`src/rtl/limb_normalizer.sv`:
```
// Serial carry propagation from redundant signed limbs to canonical
// two's-complement words, one word per accepted output beat.
module limb_normalizer #(
    parameter int NUM_LIMBS = 35,
    parameter int BIT_LEN   = 17,
    parameter int WORD_LEN  = 16,
    parameter int CARRY_LEN = 4
) (
    input  logic                         clk,
    input  logic                         rst_n,
    input  logic                         in_valid,
    output logic                         in_ready,
    input  logic signed [BIT_LEN:0]      in_limb [NUM_LIMBS],
    output logic                         out_valid,
    input  logic                         out_ready,
    output logic [WORD_LEN-1:0]          out_word,
    output logic [$clog2(NUM_LIMBS)-1:0] out_idx,
    output logic                         out_last,
    output logic                         out_neg,
    output logic                         out_ovf
);

    localparam int IW = $clog2(NUM_LIMBS);
    localparam int SW = BIT_LEN + 2;
    localparam logic [IW-1:0] LAST = IW'(NUM_LIMBS - 1);

    typedef enum logic {IDLE, RUN} state_t;

    state_t                  state;
    logic signed [BIT_LEN:0] limb_q [NUM_LIMBS];
    logic [IW-1:0]           idx;
    logic signed [CARRY_LEN-1:0] carry;

    logic signed [SW-1:0] s;
    logic signed [SW-1:0] ncarry;
    logic                 run;
    logic                 last;
    logic                 wide;

    assign run    = (state == RUN);
    assign s      = SW'(limb_q[idx]) + SW'(carry);
    assign ncarry = s >>> WORD_LEN;
    assign last   = run && (idx == LAST);
    // carry-out outside {0,-1} means the value needs more than the word span
    assign wide   = !((&ncarry) || (~|ncarry));

    assign in_ready  = !run;
    assign out_valid = run;
    assign out_word  = run ? s[WORD_LEN-1:0] : '0;
    assign out_idx   = run ? idx : '0;
    assign out_last  = last;
    assign out_neg   = last && ncarry[SW-1];
    assign out_ovf   = last && wide;

    always_ff @(posedge clk or negedge rst_n) begin
        if (!rst_n) begin
            state <= IDLE;
            idx   <= '0;
            carry <= '0;
            for (int i = 0; i < NUM_LIMBS; i++) begin
                limb_q[i] <= '0;
            end
        end else begin
            unique case (state)
                IDLE: begin
                    if (in_valid) begin
                        limb_q <= in_limb;
                        carry  <= '0;
                        idx    <= '0;
                        state  <= RUN;
                    end
                end
                RUN: begin
                    if (out_ready) begin
                        carry <= CARRY_LEN'(ncarry);
                        if (idx == LAST) begin
                            idx   <= '0;
                            state <= IDLE;
                        end else begin
                            idx <= idx + IW'(1);
                        end
                    end
                end
                default: state <= IDLE;
            endcase
        end
    end

endmodule

```
`config.mk`:
```
export PLATFORM = sky130hd
export DESIGN_NAME = limb_normalizer
export DESIGN_NICKNAME = d
export VERILOG_FILES = /design/src/rtl/limb_normalizer.sv
export SDC_FILE = /design/constraint.sdc
export NUM_CORES = 1
export LEC_CHECK = 0
export CAP_MARGIN = 5
export CORE_AREA = 2 2 318 382
export DETAILED_ROUTE_END_ITERATION = 10
export DIE_AREA = 0 0 320 384
export DONT_BUFFER_PORTS = 1
export HOLD_SLACK_MARGIN = 0.08
export PLACE_DENSITY = 0.43
export SYNTH_ARGS = -nofsm -noshare
export SYNTH_HDL_FRONTEND = slang
export SYNTH_SLANG_ARGS = --single-unit
```
`constraint.sdc`:
```
create_clock -name clk -period 6.6 [get_ports clk]
set_input_delay 1.65 -clock clk [delete_from_list [all_inputs] [get_ports clk]]
set_output_delay 1.65 -clock clk [all_outputs]
set_load 0.02 [all_outputs]
```
==> metrics.md, run 1 <==
| Metric | Value |
|---|---|
| R2R depth | `15` |
| Mapped Area | `~30,000 um2` |
| RSZ-0062 raised after global routing | `yes` |
| Nets | `about 2,600` |
| Final hold vios | `0` |
| Core Util, Final | `0.299` |
| Crit. path cell count | `16` |
| Antenna Nets Post-Route | `0` |
| Clock Tree Buf Depth | `3` |
| Critical-path top delay cell | `mux4_2` |
| Peak Freq | `148 MHz` |
| Synthesis-stage register bit count | `640` |
| Router iterations before antenna repair | `5` |
| Clock transition at the registers of the reported paths | `around 0.060 ns` |
| Share of layout cells above drive strength 1 | `0.559` |
| Skew-Pair Late Insertion Delay | `slightly below 0.7 ns` |
| Top layer in use | `met5` |
| Met1 WL | `roughly 42,000 um` |
| Post-Route WL | `106,000 um` |
| Vias in the first global route | `approximately 19,000` |
| Worst setup path endpoint | `out_ovf` |
| Pleak | `between 10 and 15 nW` |
| Crit end category | `output port` |
| WL met3 | `about 7600 um` |
| CTS root buf | `clkbuf_16` |
| # clock sinks | `640` |
| Run status | `finished with violations` |
| Setup ws final | `-0.149 ns` |
| Maximum fanout along the worst path | `7` |
| Final Critical Period | `6.75 ns` |
| Yosys warnings | `0` |
| FILL cells | `between 10,000 and 15,000` |
| Pins Over Slew Limit | `0` |
| Period utilization | `1.02` |
| Worst path max stage delay | `between 0.5 and 0.6 ns` |
| Layout area overhead | `20.4%` |
| Post-synth EDFFs | `0` |
| Post-synthesis simple-gate area fraction | `0.0164` |
| Total die area | `123,000 um2` |
| Vias | `17,300` |
| Initial antenna violation count | `124` |
| Adder-cell share of the synthesized area | `0.00913` |
| Multi-input logic area | `about 13,000 um2` |
| WL met2 | `between 50,000 and 60,000 um` |
| R2R setup slack | `~2.3 ns` |
| Most instantiated library cell after synthesis | `dfrtp_1` |
| Die Height | `roughly 380 um` |
| CP Launch Type | `register` |
| Multiplexer area fraction after synthesis | `0.389` |
| Slew headroom | `0.200` |
| Power density cells | `a little under 400 nW/um2` |
| Total CTS buffers | `77` |
| Largest net degree at the start of global routing | `approximately 640` |
| Max-cap violations | `0` |
| Worst r2r dst | `carry[2]$_DFFE_PN0P_` |
| Avg WL per Cell | `29.4 um` |
| Critical path cell sequence | `buf_12 -> buf_8 -> mux4_2 -> mux4_2 -> mux2i_1 -> o22a_1 -> inv_1 -> ha_1 -> a211oi_2 -> o21bai_2 -> a221o_1 -> a31oi_1 -> xnor2_1 -> nor2_2 -> a211oi_4 -> buf_6` |
| Share of the synthesized area in the top cell type | `0.541` |
| Cell taking the most area after synthesis | `dfrtp_1` |
| Starting DRT DRC Count | `867` |
| Worst IR drop on VDD | `0.193 mV` |
| Asr flop ratio synth | `1.00` |
| List of most frequent post-synthesis cells | `dfrtp_1 (640), mux2_2 (630), mux4_2 (180)` |
| Post-DP HPWL | `about 79,000 um` |
| Register area share after synthesis | `0.541` |
| Min-Delay Path Class | `register to register` |
| Num ports | `~660` |
| IO Port Bufs | `0` |
| Hold Slack | `between 0.5 and 0.6 ns` |
| Post-Syn Nets | `2,518` |
| Initial Util | `0.248` |
| Vias per cell | `4.82` |
| Pre-CTS WS | `-0.215 ns` |
| R2r startpoint | `idx[0]$_DFFE_PN0P_` |
| Largest family of logic cells by synthesized area | `multiplexers` |
| Syn Inst Count | `1,863` |
| CP most frequent cell | `mux4_2` |
| # rows | `139` |
| Max Clock Skew | `roughly 0.015 ns` |
| Crit Path Class | `register to output port` |
| # DRC | `0` |
| H-tree depth | `3` |
| Final Instance Count excl. Fillers | `about 3,600` |
| Gpl congestion | `between 0.8 and 0.9` |
| Top Family by Delay on Critical Path | `compound AO/OA/AOI/OAI gates` |
| Dpl cells | `roughly 3,400` |
| Compound-gate portion of the synthesized area | `0.0216` |
| Violated checks | `negative setup slack` |
| Worst-margin pin slew | `between 1 and 1.5 ns` |
| WP data required | `around 5 ns` |
| Post-synth cell types | `49` |
| Gr ovfl total | `0` |
| CTS tree | `yes` |
| Xor/xnor share of the synthesized area | `0.00266` |
| Final number of setup-violating endpoints | `5` |
| Top cells by area, synth | `dfrtp_1 (54%), mux2_2 (24%), mux4_2 (14%)` |
| Die Span X | `approximately 320 um` |
| Buffers and inverters on the worst path | `4` |
| Post-Syn Area per Cell | `15.9 um2` |
| CP Launch Point | `idx[0]$_DFFE_PN0P_` |
| Primary FF master, synth | `dfrtp_1` |
| First-pass GRT wire length | `148,000 um` |
| Register Area | `roughly 16,000 um2` |
| Total core area | `roughly 120,000 um2` |
| GRT Overall Usage | `0.171` |
| Critical Path AT | `5.10 ns` |
layout make-up:
type / count / share of cell area
inverter: 10 / 0.00105
antenna: 36 / 0.00253
clock buffer: 111 / 0.0631
multi-input combinational: 1084 / 0.374
tap: 1551 / 0.0545
clock inverter: 32 / 0.0119
sequential: 640 / 0.450
timing repair buffer: 131 / 0.0435
metal layers:
metal  up-vias  global-route usage
met2       662               0.287
met4        74              0.0592
met3       268              0.0573
met5         -                   0
li1       7280                   -
met1      9044               0.203
cells in the final DEF (no fill, tap or decap), types with 8 or more instances in the layout:
cell type	netlist	layout
buf_4	11	86
nor2_1	46	41
o22ai_1	17	15
a21oi_2	0	8
clkbuf_1	91	19
clkinv_2	0	14
buf_16	0	9
clkbuf_8	0	11
mux2i_1	37	30
clkbuf_16	0	81
bufinv_16	0	9
buf_12	0	25
mux2_2	630	630
o21ai_0	19	13
dfrtp_1	640	636
diode_2	0	36
a21oi_1	34	25
inv_1	10	9
ha_1	20	16
mux4_2	180	180
nand2_1	17	13
where the power goes:
group	total (mW)	internal (mW)	leakage (nW)	switching (mW)
Sequential	4.73	4.40	7.92	0.332
Clock	4.53	2.73	1.31	1.79
Combinational	4.89	2.27	5.36	2.62
Total	14.1	9.40	14.6	4.74
what timing repair did:
| action | in CTS | in global routing |
|---|---|---|
| setup endpoints to repair | 14 | 10 |
| pin swaps | 32 | 25 |
| hold buffers | 0 | 0 |
| resized for setup | 62 | 41 |
| gates cloned | 4 | 0 |
| buffers inserted | 33 | 14 |
worst min path at each step:
stage | cells after the start | startpoint | endpoint | slack [ns]
floorplan | 2 | carry[0]$_DFFE_PN0P_ | carry[0]$_DFFE_PN0P_ | 0.46
global placement | 1 | limb_q[581]$_DFFE_PN0P_ | limb_q[581]$_DFFE_PN0P_ | 0.48
detailed placement | 1 | limb_q[304]$_DFFE_PN0P_ | limb_q[304]$_DFFE_PN0P_ | 0.49
CTS | 1 | limb_q[576]$_DFFE_PN0P_ | limb_q[576]$_DFFE_PN0P_ | 0.50
global route | 1 | limb_q[547]$_DFFE_PN0P_ | limb_q[547]$_DFFE_PN0P_ | 0.51
finish | 1 | limb_q[121]$_DFFE_PN0P_ | limb_q[121]$_DFFE_PN0P_ | 0.50
kinds of logic after synthesis:
kind of cell / Yosys count
compound gates: 103
xor+xnor: 9
fa+ha+maj: 21
buf+inv: 139
flops: 640
mux: 847
simple gates: 104
worst reg2reg max path, delay by kind of cell (launching register included):
| kind | cells | cell delay (ns) |
|---|---|---|
| buffers and inverters | 6 | 0.92 |
| multiplexers | 3 | 1.27 |
| adder cells (fa/ha/maj) | 1 | 0.32 |
| AO/OA/AOI/OAI | 5 | 1.13 |
| flip-flops | 1 | 0.55 |
state kept, by name (all words and copies together) (netlist names):
| name | flops |
|---|---|
| carry | 3 |
| idx | 6 |
| limb_q | 630 |
| out_valid | 1 |
per-stage QoR:
stage	TNS (ns)	power [mW]	area (um2)
5_1_grt	-1.32	14.8	35600
3_5_place_dp	-0.215	9.05	31800
3_3_place_gp	-0.157	9.01	31800
4_1_cts	-1.10	14.1	35200
2_1_floorplan	0	7.18	29600
6_report	-0.318	14.1	35600
Note: power is estimated with default switching activity, not from simulation.
==> run 2: changes to the inputs <==
Settings changed: CTS_BUF_LIST from default to sky130_fd_sc_hd__clkbuf_4 sky130_fd_sc_hd__clkbuf_8 sky130_fd_sc_hd__clkbuf_16, DONT_BUFFER_PORTS 1 to default, PLACE_DENSITY 0.43 to 0.5.
==> metrics.md, run 2 (same netlist as run 1, synthesis figures left out) <==
| Metric | Value |
|---|---|
| Run status | `finished with violations` |
| Violated checks | `negative setup slack` |
| Total CTS buffers | `a little under 80` |
| Most frequent cells in the layout | `clkdlybuf4s50_1 (645), dfrtp_1 (636), mux2_2 (630)` |
| Worst-margin pin slew | `between 1 and 1.5 ns` |
| Starting DRT DRC Count | `1,107` |
| # hold bufs at CTS | `0` |
| GRT Overall Usage | `0.183` |
| Peak Freq | `between 100 and 150 MHz` |
| Most Crowded Layer GR | `met2` |
| Gpl congestion | `~0.91` |
| Largest registers | `limb_q x630, idx x6, carry x3` |
| Die Span X | `between 300 and 400 um` |
| Initial Util | `0.248` |
| Largest net degree at the start of global routing | `between 100 and 150` |
| Final hold vios | `0` |
| Total die area | `around 120,000 um2` |
| Max Clock Skew | `around 0.029 ns` |
| # DRC | `0` |
| Crit Path Class | `register to output port` |
| Nets | `3,237` |
| Setup ws final | `-0.122 ns` |
| RSZ-0062 raised after global routing | `yes` |
| Post-Route WL | `114,000 um` |
| Antenna Nets Post-Route | `0` |
| Critical-path top delay cell | `mux4_2` |
| # clock sinks | `640` |
| Top Family by Delay on Critical Path | `multiplexers` |
| H-tree depth | `3` |
| Top reg by flops | `limb_q` |
| Tot Pwr | `14.6 mW` |
| CP Launch Type | `register` |
| Critical path cell sequence | `buf_12 -> buf_12 -> mux4_2 -> mux4_2 -> mux2i_1 -> o22a_1 -> inv_1 -> ha_4 -> a211oi_4 -> o21bai_2 -> a221o_1 -> and2_4 -> o21a_1 -> nor4_2 -> a211o_1 -> buf_12` |
| Worst IR drop on VDD | `roughly 0.19 mV` |
| Setup TNS Final | `-0.272 ns` |
| Num ports | `661` |
| Pre-CTS WS | `between 0.04 and 0.05 ns` |
| Clock transition at the registers of the reported paths | `approximately 0.06 ns` |
| Met2 GRT Util | `0.312` |
| Crit end category | `output port` |
| Router iterations before antenna repair | `5` |
| Avg WL per Cell | `approximately 27 um` |
| Layout area overhead | `41.7%` |
| Final Critical Period | `around 6.7 ns` |
| Pleak | `17.1 nW` |
| Total core area | `119,000 um2` |
| CP most frequent cell | `buf_12` |
| Skew-Pair Late Insertion Delay | `0.66 ns` |
| Power density cells | `approximately 350 nW/um2` |
| Period utilization | `1.02` |
| Vias in the first global route | `22,100` |
| Share of layout cells above drive strength 1 | `0.423` |
| Buffers and inverters on the worst path | `4` |
| Initial antenna violation count | `56` |
| IO Port Bufs | `660` |
| Gr ovfl total | `0` |
| Clock Tree Buf Depth | `3` |
| Die Height | `about 380 um` |
| CTS tree | `yes` |
| Final number of setup-violating endpoints | `3` |
| Commonest non-fill, non-tap cell in the layout | `clkdlybuf4s50_1` |
| GR Layer Usage met3 | `0.0424` |
| CP Launch Point | `idx[0]$_DFFE_PN0P_` |
| Max-cap violations | `0` |
| CTS root buf | `clkbuf_16` |
| Maximum fanout along the worst path | `6` |
| Min-Delay Path Class | `register to register` |
| Largest register FFs | `between 600 and 700` |
| Vias | `between 15,000 and 20,000` |
| Worst path max stage delay | `between 0.6 and 0.7 ns` |
| Min-delay src | `limb_q[127]$_DFFE_PN0P_` |
| First-pass GRT wire length | `160,000 um` |
| Post-DP HPWL | `a little under 90,000 um` |
| Critical Path AT | `roughly 5.1 ns` |
| Routing usage on met1 | `0.217` |
| Pins Over Slew Limit | `0` |
| Vias per cell | `roughly 4.7` |
| Hold Slack | `between 0.4 and 0.5 ns` |
| Slew headroom | `0.261` |
| R2r startpoint | `idx[0]$_DFFE_PN0P_` |
| # rows | `approximately 140` |
| WP data required | `roughly 5.0 ns` |
| Core Util, Final | `0.352` |
[run 2: stage by stage]
| stage | area, um2 | cells |
|---|---|---|
| 3_5_place_dp | 38300 | 4005 |
| 4_1_cts | 41700 | 4181 |
| 3_3_place_gp | 38300 | 4005 |
| 2_1_floorplan | 29600 | 1863 |
| 5_1_grt | 41900 | 4216 |
| 6_report | 42000 | 4223 |
[run 2: path summary, 6_finish.rpt]
| check | end | depth (start not counted) | slack, ns |
|---|---|---|---|
| max | out_word[15] | 16 | -0.12 |
| min | limb_q[127]$_DFFE_PN0P_ | 1 | 0.50 |
| max reg2reg | carry[1]$_DFFE_PN0P_ | 15 | 2.40 |
| min reg2reg | limb_q[127]$_DFFE_PN0P_ | 1 | 0.50 |
| max in group asynchronous | limb_q[110]$_DFFE_PN0P_ | 2 | 3.94 |
| min in group asynchronous | limb_q[538]$_DFFE_PN0P_ | 1 | 1.05 |
[run 2: worst reg2reg max path: cells and delay by family, from the launching register on]
family | cells | cell delay, ns
xor+xnor | 1 | 0.12
fa+ha+maj | 1 | 0.23
buf+inv | 4 | 0.54
compound gates | 6 | 1.33
mux | 3 | 1.35
flops | 1 | 0.50
[run 2: final cells by class]
| type | count | area (um2) |
|---|---|---|
| inverters | 10 | 37.5 |
| flip-flops and latches | 640 | 16000 |
| diodes | 32 | 80.1 |
| multi-input cells | 1084 | 13300 |
| fillers | 11500 | 77400 |
| well taps | 1551 | 1940 |
| clock inverters | 27 | 335 |
| clock buffers | 111 | 2350 |
| repair buffers | 768 | 7900 |
[run 2: repair_timing]
action | CTS | global route
resized for setup | 72 | 30
buffers inserted | 34 | 13
endpoints found under the hold margin | 0 | 0
gates cloned | 5 | 0
pin swaps | 29 | 17
endpoints found under the setup margin | 14 | 13
[run 2: where the power goes]
part | switching [mW] | internal (mW) | leakage, nW | total, mW
Clock | 1.78 | 2.72 | 1.33 | 4.49
Sequential | 0.322 | 4.40 | 7.92 | 4.72
Combinational | 2.70 | 2.64 | 7.84 | 5.34
[run 2: layer usage]
| layer | part of all wire | wire (um) |
|---|---|---|
| met2 | 0.51 | 57700 |
| met1 | 0.39 | 45100 |
| met3 | 0.057 | 6550 |
| met4 | 0.041 | 4710 |
| met5 | 0.0016 | 183 |
==> run 3: changes to the inputs <==
Settings changed: ABC_AREA from default to 1, CORE_AREA 2 2 318 382 to 2 2 323 389, DIE_AREA 0 0 320 384 to 0 0 325 391.
==> metrics.md, run 3 <==
| Metric | Value |
|---|---|
| Most instantiated library cell after synthesis | `dfrtp_1` |
| Power density cells | `approximately 500 nW/um2` |
| Mapped Area | `30,600 um2` |
| # DRC | `0` |
| Gr ovfl total | `0` |
| CTS root buf | `clkbuf_16` |
| Final number of setup-violating endpoints | `0` |
| Slew headroom | `0.381` |
| Total CTS buffers | `a little under 80` |
| Final hold vios | `0` |
| Pins Over Slew Limit | `0` |
| Post-synth EDFFs | `0` |
| Avg WL per Cell | `roughly 25 um` |
| Share of the synthesized area in the top cell type | `0.523` |
| Min-Delay Path Class | `register to register` |
| Maximum fanout along the worst path | `69` |
| Primary FF master, synth | `dfrtp_1` |
| Post-route design area | `42,000 um2` |
| Peak Freq | `about 160 MHz` |
| Clock transition at the registers of the reported paths | `~0.060 ns` |
| Largest registers | `limb_q x630, idx x6, carry x3` |
| Die Height | `391 um` |
| Most frequent cells in the layout | `clkdlybuf4s50_1 (642), dfrtp_1 (636), mux2_2 (630)` |
| Max Clock Skew | `0.0251 ns` |
| IO Port Bufs | `660` |
| Vias in the first global route | `25,300` |
| Vias | `~24,000` |
| # clock sinks | `640` |
| Critical Path AT | `between 4 and 5 ns` |
| Syn Inst Count | `about 2,700` |
| Crit end category | `output port` |
| Router iterations before antenna repair | `5` |
| Run status | `complete, no violations` |
| Tot Pwr | `approximately 22 mW` |
| Total core area | `about 120,000 um2` |
| Antenna Nets Post-Route | `0` |
| Layout area overhead | `37.4%` |
| Worst IR drop on VDD | `around 0.26 mV` |
| Pleak | `~18 nW` |
| Post-synthesis simple-gate area fraction | `0.0829` |
| Skew-Pair Late Insertion Delay | `approximately 0.68 ns` |
| Top cells by area, synth | `dfrtp_1 (52%), mux2_2 (23%), o21ai_0 (4.6%)` |
| Starting DRT DRC Count | `1,213` |
| Total die area | `between 100,000 and 150,000 um2` |
| Top reg by flops | `limb_q` |
| # rows | `142` |
| Max-cap violations | `0` |
| Post-Route WL | `~130,000 um` |
| Num ports | `about 660` |
| Synthesis-stage register bit count | `640` |
| Post-DP HPWL | `93,800 um` |
| Period utilization | `0.972` |
| Initial antenna violation count | `between 40 and 50` |
| Clock Tree Buf Depth | `3` |
| Setup ws final | `between 0.15 and 0.2 ns` |
| Crit Path Class | `register to output port` |
| List of most frequent post-synthesis cells | `dfrtp_1 (640), mux2_2 (630), nor2_1 (342)` |
| First-pass GRT wire length | `182,000 um` |
| FILL cells | `between 10,000 and 15,000` |
| RSZ-0062 raised after global routing | `yes` |
| # hold bufs at CTS | `0` |
| CTS tree | `yes` |
| Largest net degree at the start of global routing | `128` |
| Share of layout cells above drive strength 1 | `0.267` |
| Largest register FFs | `between 600 and 700` |
| Die Span X | `325 um` |
| Vias per cell | `approximately 4.7` |
| Xor/xnor share of the synthesized area | `0.00200` |
| DP Area | `38,700 um2` |
| Asr flop ratio synth | `1.00` |
| Yosys warnings | `0` |
| Largest family of logic cells by synthesized area | `multiplexers` |
| GRT Overall Usage | `0.199` |
| CP Launch Type | `register` |
| Register area share after synthesis | `0.523` |
| Compound-gate portion of the synthesized area | `0.105` |
| Adder-cell share of the synthesized area | `0.00883` |
| Commonest non-fill, non-tap cell in the layout | `clkdlybuf4s50_1` |
| Final Critical Period | `about 6.4 ns` |
| Cell taking the most area after synthesis | `dfrtp_1` |
| Gpl congestion | `0.843` |
| Nets | `between 4,000 and 5,000` |
| Post-synth cell types | `38` |
| Initial Util | `0.247` |
| Multiplexer area fraction after synthesis | `0.232` |
| WP data required | `4.95 ns` |
| Worst-margin pin slew | `around 0.93 ns` |
| Pre-CTS WS | `0.336 ns` |
| H-tree depth | `3` |
| Post-Syn Nets | `3,395` |
| Post-Syn Area per Cell | `~11 um2` |
| Setup TNS Final | `0 ns` |
[run 3: worst paths after layout]
kind,startpoint,to,slack [ns],cells past startpoint
worst max-delay path,idx[0]$_DFFE_PN0P_,out_ovf,0.18,21
worst min-delay path,limb_q[317]$_DFFE_PN0P_,limb_q[317]$_DFFE_PN0P_,0.50,1
worst max register to register,idx[0]$_DFFE_PN0P_,carry[1]$_DFFE_PN0P_,2.64,21
worst min register to register,limb_q[317]$_DFFE_PN0P_,limb_q[317]$_DFFE_PN0P_,0.50,1
max in group asynchronous,rst_n,limb_q[97]$_DFFE_PN0P_,4.26,2
min in group asynchronous,rst_n,limb_q[504]$_DFFE_PN0P_,0.99,1
[run 3: repair_timing]
action,4_1_cts,5_1_grt
gates cloned,4,3
hold endpoints to repair,0,0
setup endpoints to repair,14,11
pin swaps,6,12
setup buffers,7,4
gates resized for setup,16,38
[run 3: per-layer routing]
metal | vias to the layer above | routed length (um) | GRT usage
li1 | 10900 | - | -
met1 | 12100 | 52800 | 0.235
met2 | 663 | 64800 | 0.345
met3 | 196 | 7940 | 0.0543
met4 | 32 | 4100 | 0.0705
met5 | - | 215 | 0
[run 3: through the flow]
stage | hold WS [ns] | std cells | utilization
3_3_place_gp | 0.482 | 4922 | 0.313
3_5_place_dp | 0.488 | 4922 | 0.313
6_report | 0.497 | 5102 | 0.339
2_1_floorplan | 0.474 | 2740 | -
5_1_grt | 0.507 | 5094 | 0.339
4_1_cts | 0.500 | 5072 | 0.337
[run 3: final cells by class]
cell class                 count  area (um2)  area share
timing repair inverter         2        17.5    0.000417
tap                         1656        2070      0.0493
sequential                   640       16000       0.381
antenna                       23        57.6     0.00137
inverter                      51         236     0.00563
timing repair buffer         738        7570       0.180
clock buffer                 110        2330      0.0553
multi-input combinational   1853       13300       0.317
clock inverter                29         418     0.00994
[run 3: logic make-up (layout without fill, tap and decap cells)]
family | count (synthesis) | after routing
buffers and inverters | 247 | 930
muxes | 630 | 630
xor gates and xnor gates | 7 | 7
AOI/OAI and AO/OA | 565 | 565
adders and majority gates | 21 | 21
DFF | 640 | 640
and+or+nand+nor | 630 | 630
other | 0 | 23
[run 3: worst max-delay path, cell delays in order, from the launching register on]
cell	delay [ns]
dfrtp_4	0.57
buf_12	0.19
buf_4	0.15
buf_12	0.17
nor2_1	0.15
nor2_1	0.04
o21ai_1	0.07
o21ai_1	0.07
o211ai_1	0.48
nand3_1	0.13
nand3_1	0.18
nand2_1	0.13
ha_1	0.39
nand2_1	0.12
inv_1	0.08
nand2_2	0.08
nor2_4	0.15
nand4_1	0.21
nand4_1	0.20
nand3_1	0.11
a21oi_1	0.17
buf_4	0.17
[run 3: report_power, final]
part / switching (mW) / total [mW] / internal [mW]
combinational: 6.02 / 10.1 / 4.09
clock: 1.83 / 4.65 / 2.82
sequential: 1.06 / 6.77 / 5.72
